### config.mk
export PLATFORM = sky130hd
export DESIGN_NAME = lcd_ctrl
export DESIGN_NICKNAME = d
export VERILOG_FILES = /design/src/rtl/lcd_pkg.sv /design/src/rtl/lcd_timer.sv /design/src/rtl/lcd_ctrl.sv
export SDC_FILE = /design/constraint.sdc
export NUM_CORES = 1
export LEC_CHECK = 0
export CORE_UTILIZATION = 45
export CTS_BUF_LIST = sky130_fd_sc_hd__clkbuf_8
export DETAILED_ROUTE_END_ITERATION = 10
export MAX_ROUTING_LAYER = met4
export PLACE_DENSITY = 0.73
export SETUP_SLACK_MARGIN = 0.4
export SYNTH_ARGS = -nofsm -noshare
export SYNTH_HDL_FRONTEND = slang
export SYNTH_HIERARCHICAL = 1
export SYNTH_SLANG_ARGS = --single-unit
### constraint.sdc
create_clock -name i_clk -period 6.5 [get_ports i_clk]
set_clock_uncertainty 0.2 [all_clocks]
set_input_delay 1.3 -clock i_clk [delete_from_list [all_inputs] [get_ports i_clk]]
set_output_delay 1.3 -clock i_clk [all_outputs]
set_load 0.1 [all_outputs]
### src/rtl/lcd_pkg.sv
// Shared types and constants for the HD44780 command engine.
// Holds the state encoding, init ROM and bus bit positions.
package lcd_pkg;

  typedef enum logic [2:0] {
    PWRUP,
    INIT,
    IDLE,
    SETUP,
    PULSE,
    HOLD,
    WAIT
  } lcd_state_e;

  localparam int unsigned INIT_LEN = 4;

  localparam logic [7:0] INIT_ROM [INIT_LEN] = '{
    8'h38,
    8'h0C,
    8'h01,
    8'h06
  };

  localparam int LCD_ON_BIT = 31;
  localparam int LCD_EN_BIT = 10;
  localparam int LCD_RS_BIT = 9;
  localparam int LCD_RW_BIT = 8;

  // Clear (0x01) and home (0x02/0x03) need the long busy time.
  function automatic logic is_long_cmd(
    input logic       rs,
    input logic [7:0] data
  );
    return !rs && (data[7:2] == 6'd0) && (data != 8'd0);
  endfunction

endpackage

### src/rtl/lcd_timer.sv
// Loadable down-counter for LCD phase timing.
// A load of N-1 makes the phase last exactly N cycles.
module lcd_timer #(
  parameter int unsigned     W       = 8,
  parameter logic [W-1:0]    RST_VAL = '0
) (
  input  logic         i_clk,
  input  logic         i_reset,
  input  logic         i_load,
  input  logic [W-1:0] i_load_val,
  input  logic         i_count,
  output logic         o_done
);

  logic [W-1:0] cnt_q;
  logic [W-1:0] cnt_d;

  // Load wins over counting; counting stops at zero.
  always_comb begin
    cnt_d = cnt_q;
    if (i_load) begin
      cnt_d = i_load_val;
    end else if (i_count && (cnt_q != '0)) begin
      cnt_d = cnt_q - W'(1);
    end
  end

  // Counter register; reset preloads the power-up delay.
  always_ff @(posedge i_clk) begin
    if (i_reset) begin
      cnt_q <= RST_VAL;
    end else begin
      cnt_q <= cnt_d;
    end
  end

  assign o_done = (cnt_q == '0);

endmodule

### src/rtl/lcd_ctrl.sv
// HD44780 command engine: power-up wait, init ROM, then
// handshaked byte commands turned into timed E/RS/DATA cycles.
module lcd_ctrl
  import lcd_pkg::*;
#(
  parameter int unsigned SETUP_CYCLES      = 2,
  parameter int unsigned PULSE_CYCLES      = 12,
  parameter int unsigned HOLD_CYCLES       = 2,
  parameter int unsigned CMD_WAIT_CYCLES   = 2000,
  parameter int unsigned CLEAR_WAIT_CYCLES = 82000,
  parameter int unsigned POWERUP_CYCLES    = 750000
) (
  input  logic        i_clk,
  input  logic        i_reset,
  input  logic        i_cmd_vld,
  input  logic        i_cmd_rs,
  input  logic [7:0]  i_cmd_data,
  output logic        o_cmd_rdy,
  output logic        o_lcd_on,
  output logic        o_lcd_en,
  output logic        o_lcd_rs,
  output logic        o_lcd_rw,
  output logic [7:0]  o_lcd_data,
  output logic [31:0] o_io_lcd
);

  localparam int unsigned M1 =
    (SETUP_CYCLES > PULSE_CYCLES) ? SETUP_CYCLES : PULSE_CYCLES;
  localparam int unsigned M2 =
    (HOLD_CYCLES > CMD_WAIT_CYCLES) ? HOLD_CYCLES : CMD_WAIT_CYCLES;
  localparam int unsigned M3 =
    (CLEAR_WAIT_CYCLES > POWERUP_CYCLES) ?
    CLEAR_WAIT_CYCLES : POWERUP_CYCLES;
  localparam int unsigned M12 = (M1 > M2) ? M1 : M2;
  localparam int unsigned MAXV = (M12 > M3) ? M12 : M3;
  localparam int unsigned TW = $clog2(MAXV) + 1;

  typedef logic [TW-1:0] cnt_t;

  localparam cnt_t SETUP_LD = cnt_t'(SETUP_CYCLES - 1);
  localparam cnt_t PULSE_LD = cnt_t'(PULSE_CYCLES - 1);
  localparam cnt_t HOLD_LD  = cnt_t'(HOLD_CYCLES - 1);
  localparam cnt_t CMD_LD   = cnt_t'(CMD_WAIT_CYCLES - 1);
  localparam cnt_t CLR_LD   = cnt_t'(CLEAR_WAIT_CYCLES - 1);
  localparam cnt_t PWR_LD   = cnt_t'(POWERUP_CYCLES - 1);

  lcd_state_e  state_q, state_d;
  logic        rs_q, rs_d;
  logic [7:0]  data_q, data_d;
  logic [2:0]  idx_q, idx_d;
  logic        en_q, en_d;
  logic        rdy_q, rdy_d;
  logic        on_q, on_d;
  logic [31:0] io_q, io_d;

  logic        tmr_load;
  cnt_t        tmr_val;
  logic        tmr_count;
  logic        tmr_done;

  lcd_timer #(
    .W       (TW),
    .RST_VAL (PWR_LD)
  ) u_timer (
    .i_clk      (i_clk),
    .i_reset    (i_reset),
    .i_load     (tmr_load),
    .i_load_val (tmr_val),
    .i_count    (tmr_count),
    .o_done     (tmr_done)
  );

  // Next state, bus latch, init index and timer control.
  always_comb begin
    state_d   = state_q;
    rs_d      = rs_q;
    data_d    = data_q;
    idx_d     = idx_q;
    tmr_load  = 1'b0;
    tmr_val   = '0;
    tmr_count = 1'b0;
    unique case (state_q)
      PWRUP: begin
        tmr_count = 1'b1;
        if (tmr_done) begin
          state_d = INIT;
        end
      end
      INIT: begin
        rs_d     = 1'b0;
        data_d   = INIT_ROM[idx_q[1:0]];
        idx_d    = idx_q + 3'd1;
        state_d  = SETUP;
        tmr_load = 1'b1;
        tmr_val  = SETUP_LD;
      end
      IDLE: begin
        if (i_cmd_vld) begin
          rs_d     = i_cmd_rs;
          data_d   = i_cmd_data;
          state_d  = SETUP;
          tmr_load = 1'b1;
          tmr_val  = SETUP_LD;
        end
      end
      SETUP: begin
        tmr_count = 1'b1;
        if (tmr_done) begin
          state_d  = PULSE;
          tmr_load = 1'b1;
          tmr_val  = PULSE_LD;
        end
      end
      PULSE: begin
        tmr_count = 1'b1;
        if (tmr_done) begin
          state_d  = HOLD;
          tmr_load = 1'b1;
          tmr_val  = HOLD_LD;
        end
      end
      HOLD: begin
        tmr_count = 1'b1;
        if (tmr_done) begin
          state_d  = WAIT;
          tmr_load = 1'b1;
          tmr_val  = is_long_cmd(rs_q, data_q) ? CLR_LD : CMD_LD;
        end
      end
      WAIT: begin
        tmr_count = 1'b1;
        if (tmr_done) begin
          state_d = (idx_q == 3'(INIT_LEN)) ? IDLE : INIT;
        end
      end
      default: begin
        state_d = PWRUP;
      end
    endcase
  end

  // Registered bus image derived from the next state.
  always_comb begin
    en_d  = (state_d == PULSE);
    rdy_d = (state_d == IDLE);
    on_d  = 1'b1;
    io_d  = '0;
    io_d[LCD_ON_BIT] = on_d;
    io_d[LCD_EN_BIT] = en_d;
    io_d[LCD_RS_BIT] = rs_d;
    io_d[LCD_RW_BIT] = 1'b0;
    io_d[7:0]        = data_d;
  end

  // State and output registers with synchronous reset.
  always_ff @(posedge i_clk) begin
    if (i_reset) begin
      state_q <= PWRUP;
      rs_q    <= 1'b0;
      data_q  <= 8'h00;
      idx_q   <= 3'd0;
      en_q    <= 1'b0;
      rdy_q   <= 1'b0;
      on_q    <= 1'b0;
      io_q    <= 32'h0;
    end else begin
      state_q <= state_d;
      rs_q    <= rs_d;
      data_q  <= data_d;
      idx_q   <= idx_d;
      en_q    <= en_d;
      rdy_q   <= rdy_d;
      on_q    <= on_d;
      io_q    <= io_d;
    end
  end

  assign o_cmd_rdy  = rdy_q;
  assign o_lcd_on   = on_q;
  assign o_lcd_en   = en_q;
  assign o_lcd_rs   = rs_q;
  assign o_lcd_rw   = 1'b0;
  assign o_lcd_data = data_q;
  assign o_io_lcd   = io_q;

endmodule

# == After elaboration in Yosys (flattened, before gate mapping) ==
# Index checks and enable logic that the tools add are counted.
# op_classes
add_sub_neg,2
magnitude_cmp,1
n_eq_ne,9
muxes,29
bitwise,1
n_reduce_logical,12
# ops
cell,count
17-bit case mux with 5 select lines,1
21-bit 2-to-1 mux,2
17-bit 2-to-1 mux,2
32-bit 2-to-1 mux,1
8-bit 2-to-1 mux,3
21-bit logical NOT,1
3-bit case mux with 7 select lines,1
21-bit nonzero test,1
21-bit by 1-bit subtractor with 21-bit output (second input constant),1
3-bit 2-to-1 mux,6
8-bit binary-select mux with 2-bit select,1
8-bit case mux with 2 select lines,1
3-bit == test (second input constant),5
3-bit by 2-bit == test with 1-bit output (second input constant),3
8-bit nonzero test,1
1-bit 2-to-1 mux,7
6-bit logical NOT,1
5-bit OR reduction,1
4-bit 2-to-1 mux,1
3-bit by 1-bit adder with 3-bit output (second input constant),1
3-bit by 1-bit == test with 1-bit output (second input constant),1
3-bit greater-or-equal comparator (second input constant),1
1-bit logical AND,3
3-bit logical NOT,1
7 further kinds,7
# totals
reg_bits,71
in_bits,12
output_inout_bits,45
wordCells,64

# == Depth between registers and ports, before layout ==
# logic_depth
depth_word,7
ltp_mapped,11
depth_no_buf,11

# == Cells and area by module ==
# The synthesis kept the hierarchy.
# modules_own_cells
mod,n_inst,cells_each,area_per_inst_um2,seq_area_each_um2
lcd_timer,1,154,1292.5,420.4
lcd_ctrl,1,135,1194.9,360.3

# == Worst setup path after synthesis ==
# OpenSTA, ideal clock, no wires.
# synth_path
path_type,input to register
start,input port i_cmd_vld
end,register u_timer.cnt_q[9]
setup_ns,0.070
t_arrival_ns,2.851
required_time_ns,6.230
slack_ns,3.379
path_stages,8
path_buffers,3
path_cell_list,and4bb_4 -> buf_12 -> a211o_1 -> inv_1 -> clkbuf_1 -> clkbuf_1 -> o21ai_0 -> a21oi_1
# synth_between
elab_chain_len,3
elab_cells_between_ends,4
classes_between,mux (3); reduce/logical (1)
# synth_rtl
element,line_no,text
"start, declared",lcd_ctrl.sv:15,"input logic i_cmd_vld,"
1-bit 2-to-1 mux *,lcd_ctrl.sv:98,if (i_cmd_vld) begin
1-bit case mux with 3 select lines *,lcd_ctrl.sv:82,unique case (state_q)
named net tmr_load,lcd_ctrl.sv:56,logic tmr_load;
21-bit 2-to-1 mux / 2-bit nonzero test (equally long branches),-,
"end signal, assigned",lcd_timer.sv:33,cnt_q <= cnt_d;
"end, declared",lcd_timer.sv:15,logic [W-1:0] cnt_q;
# Mark *: on every way through the listed nets, which the timed path passes. The rest lies on a longest branch.
# A chain may end at the register's enable or synchronous reset.

# == Final worst setup path ==
# layout_path
start,input port i_cmd_vld
end,register u_timer.cnt_q[3]
# Same word-level chain as after synthesis.

==> flow_summary.json <==
{
  "vias_per_cell": 5.39,
  "synth_top_flop_cell": "sky130_fd_sc_hd__dfxtp_1",
  "synth.lib_cells_used.distinct": 56,
  "dpl_cell_area_sq_mm": 0.00271,
  "critPathLaunchType": "primary input",
  "num_io_pins": 57,
  "grt-ovfl-total": 0,
  "place_inst": 379,
  "clock_transition_at_the_register_clock_pins_on_the_worst_setup_and_hold_paths_after_cts_ns": 0.08,
  "worst_max_slew_margin_expressed_relative_to_the_limit": 0.344,
  "final_hold_viol_count": 0,
  "cts_tree": "done",
  "yosysSeqAreaShare": 0.314,
  "cap_viol_max_count": 0,
  "syn_inst": 289,
  "power.share.sequential": 0.314,
  "worst_setup_path_end_kind": "flip-flop",
  "holdPathStages": 2,
  "routabilityCongestion": 0.897,
  "synth.ff_latch_count": 39,
  "worst_slew_pin_slew_ns": 0.981,
  "async_reset_ff_frac": 0,
  "hold_path.class": "reg2reg",
  "intPower_mw": 0.648,
  "netSwitchingFraction": 0.525,
  "die_w_um": 76.3,
  "timing.critical_path.fanout_max": 23,
  "post_cts_setup_repair_bufs": 0,
  "ctsHoldBuffers": 0,
  "clkLatencyLatePin_ns": 0.30,
  "finalMaxSlewViolations": 0,
  "grt_setup_unrepaired": "no",
  "crit-reg2reg-capture": "u_timer/cnt_q[7]",
  "outcome": "finished, final reports clean",
  "clock_sink_count": 39,
  "num-nets-final": 333,
  "grt_pass1_vias": 1880,
  "insertedDiodeCount": 0,
  "cts_htree_levels": 2,
  "ctsResizeCount": 0,
  "dieHeight_um": 76.3,
  "place_ws_ns": 2.38,
  "ctsLongestPathBuffers": 2,
  "postRouteAntennaNets": 0,
  "count_of_buffers_from_port_buffering": 34,
  "design_power_total_mw": 1.36,
  "initialDrtViolationCount": 141,
  "setup-tns-final_ns": 0,
  "utilization": 0.543,
  "postRouteWirelength_mm": 5.34,
  "initial_utilization": 0.478,
  "post_synth.cell_area_avg_sq_um": 8.61,
  "final.setup.worst_slack_ns": 2.72,
  "final_common_cell": "sky130_fd_sc_hd__dfxtp_1",
  "drt_pre_antenna_iters": 4,
  "route.vias.total": 2084,
  "clock_buffer_count_from_cts": 5,
  "die_area_sq_mm": 0.00583,
  "power_frac_comb": 0.525,
  "wire_length_of_the_first_global_routing_pass_mm": 8.79,
  "grt.total_usage": 0.195,
  "p_leak_nw": 1.04,
  "cts-root-buf": "sky130_fd_sc_hd__clkbuf_8",
  "synthesis.area_sq_mm": 0.00249,
  "n_fill_cell": 487,
  "wl_per_cell_um": 13.8,
  "path_depth": 7,
  "detailedPlacementHpwl_mm": 3.81,
  "final_cell_mix": "39 x sky130_fd_sc_hd__dfxtp_1, 34 x sky130_fd_sc_hd__clkdlybuf4s50_1, 32 x sky130_fd_sc_hd__conb_1",
  "required_ns": 6.49,
  "net-switching-power_mw": 0.716,
  "crit-reg2reg-launch": "u_timer/cnt_q[14]",
  "final_cell_count_no_fill": 387,
  "number_of_antenna_violations_at_the_first_check_in_global_routing": 0,
  "hold-path-endpoint": "idx_q[1]",
  "setup_viol": 0,
  "buffers_plus_inverters_on_the_worst_setup_path": 2,
  "worst_path_largest_cell_delay_ns": 0.53,
  "reg2regPathDepth": 9,
  "syn2layout_area_growth_pct": 13.6,
  "fmax_mhz": 265,
  "worstHoldStart": "idx_q[1]",
  "holdWs_ns": 0.331,
  "share_clk_of_total_power": 0.161,
  "crit_path_cell_trace": "clkdlybuf4s50_1 > and4bb_4 > a211o_1 > inv_1 > nand2_1 > o32a_1 > o311a_1",
  "power_per_cell_area_mw_per_mm2": 483,
  "rrSetupSlack_ns": 2.86,
  "min_period_ns": 3.78,
  "path_delay_family": "buffers and inverters",
  "edff_count_synth": 0,
  "cpMaxStageDelayCell": "sky130_fd_sc_hd__inv_1",
  "arrival_ns": 3.77,
  "core_region_area_sq_mm": 0.00520,
  "layout-drive-gt1-share": 0.0694,
  "timing_worst_setup_path_type": "in2reg",
  "timing.final.crit_share": 0.581,
  "largest_net_degree_at_the_start_of_global_routing": 31,
  "synthesis.yosys.warnings": 6,
  "design_area_sq_mm": 0.00283,
  "peakVddDrop_uv": 347,
  "placement_rows": 26,
  "drc": 0
}
[how the worst max path moves through the flow]
stage	startpoint	endpoint	slack [ns]
6_report	i_cmd_vld	u_timer/cnt_q[3]	2.72
2_1_floorplan	i_cmd_vld	u_timer/cnt_q[9]	3.38
3_5_place_dp	i_cmd_vld	u_timer/cnt_q[3]	2.38
3_3_place_gp	i_cmd_vld	u_timer/cnt_q[3]	2.46
5_1_grt	u_timer/cnt_q[14]	u_timer/cnt_q[7]	2.45
4_1_cts	i_cmd_vld	u_timer/cnt_q[3]	2.72
[synthesized netlist by cell type, types with 4 or more instances]
cell                       instances  share of area
sky130_fd_sc_hd__a211oi_1         11          0.033
sky130_fd_sc_hd__a21oi_1           8          0.016
sky130_fd_sc_hd__a311oi_1          4          0.014
sky130_fd_sc_hd__and3_1            9          0.023
sky130_fd_sc_hd__buf_4            36           0.11
sky130_fd_sc_hd__clkbuf_1          6         0.0091
sky130_fd_sc_hd__dfxtp_1          39           0.31
sky130_fd_sc_hd__ha_1              5          0.025
sky130_fd_sc_hd__inv_1            12          0.018
sky130_fd_sc_hd__mux2i_1           9          0.036
sky130_fd_sc_hd__nand2_1          15          0.023
sky130_fd_sc_hd__nand3_1           4         0.0080
sky130_fd_sc_hd__nor2_1           27          0.041
sky130_fd_sc_hd__nor3_1           16          0.032
sky130_fd_sc_hd__nor4_1            7          0.018
sky130_fd_sc_hd__o21ai_0           9          0.018
sky130_fd_sc_hd__or3_1             5          0.013
sky130_fd_sc_hd__xnor2_1           9          0.032
[tightest hold or removal path, stage by stage (launching register included)]
cell and delay (ns):
sky130_fd_sc_hd__dfxtp_1 0.36, sky130_fd_sc_hd__nand2_1 0.07, sky130_fd_sc_hd__a21oi_1 0.06
[power groups by stage]
stage | sequential (mW) | combinational (mW) | clock (mW)
after floorplan | 0.540 | 0.512 | 0
after global placement | 0.429 | 0.706 | 0
after detailed placement | 0.430 | 0.717 | 0
after CTS | 0.426 | 0.718 | 0.225
after global routing | 0.440 | 0.765 | 0.238
final | 0.428 | 0.717 | 0.220
[per-layer routing]
metal	vias up	share of wire	global-route usage	wire (um)
li1	1043	-	-	-
met3	9	0.045	0.0491	240
met4	0	0.021	0.0865	110
met2	63	0.48	0.317	2550
met1	969	0.46	0.226	2440
met5	-	0	-	0
[cells by family (layout without fill, tap and decap cells)]
| logic type | count (synthesis) | after routing | share of synthesized area |
|---|---|---|---|
| compound gates | 61 | 61 | 0.186 |
| flops | 39 | 39 | 0.314 |
| other cells | 1 | 32 | 0.00151 |
| mux | 10 | 10 | 0.0407 |
| xor+xnor | 11 | 11 | 0.0387 |
| fa+ha+maj | 5 | 5 | 0.0252 |
| buf+inv | 58 | 55 | 0.152 |
| simple gates | 104 | 104 | 0.241 |
[area by class of cell]
cell class	count	area, sq um	area share
sequential	39	781	0.276
inverter	12	45.0	0.0159
tap	70	87.6	0.0310
clock buffer	6	82.6	0.0292
clock inverter	2	38.8	0.0137
timing repair buffer	35	348	0.123
multi-input combinational	223	1440	0.511
Power figures use the tool's default switching activity.
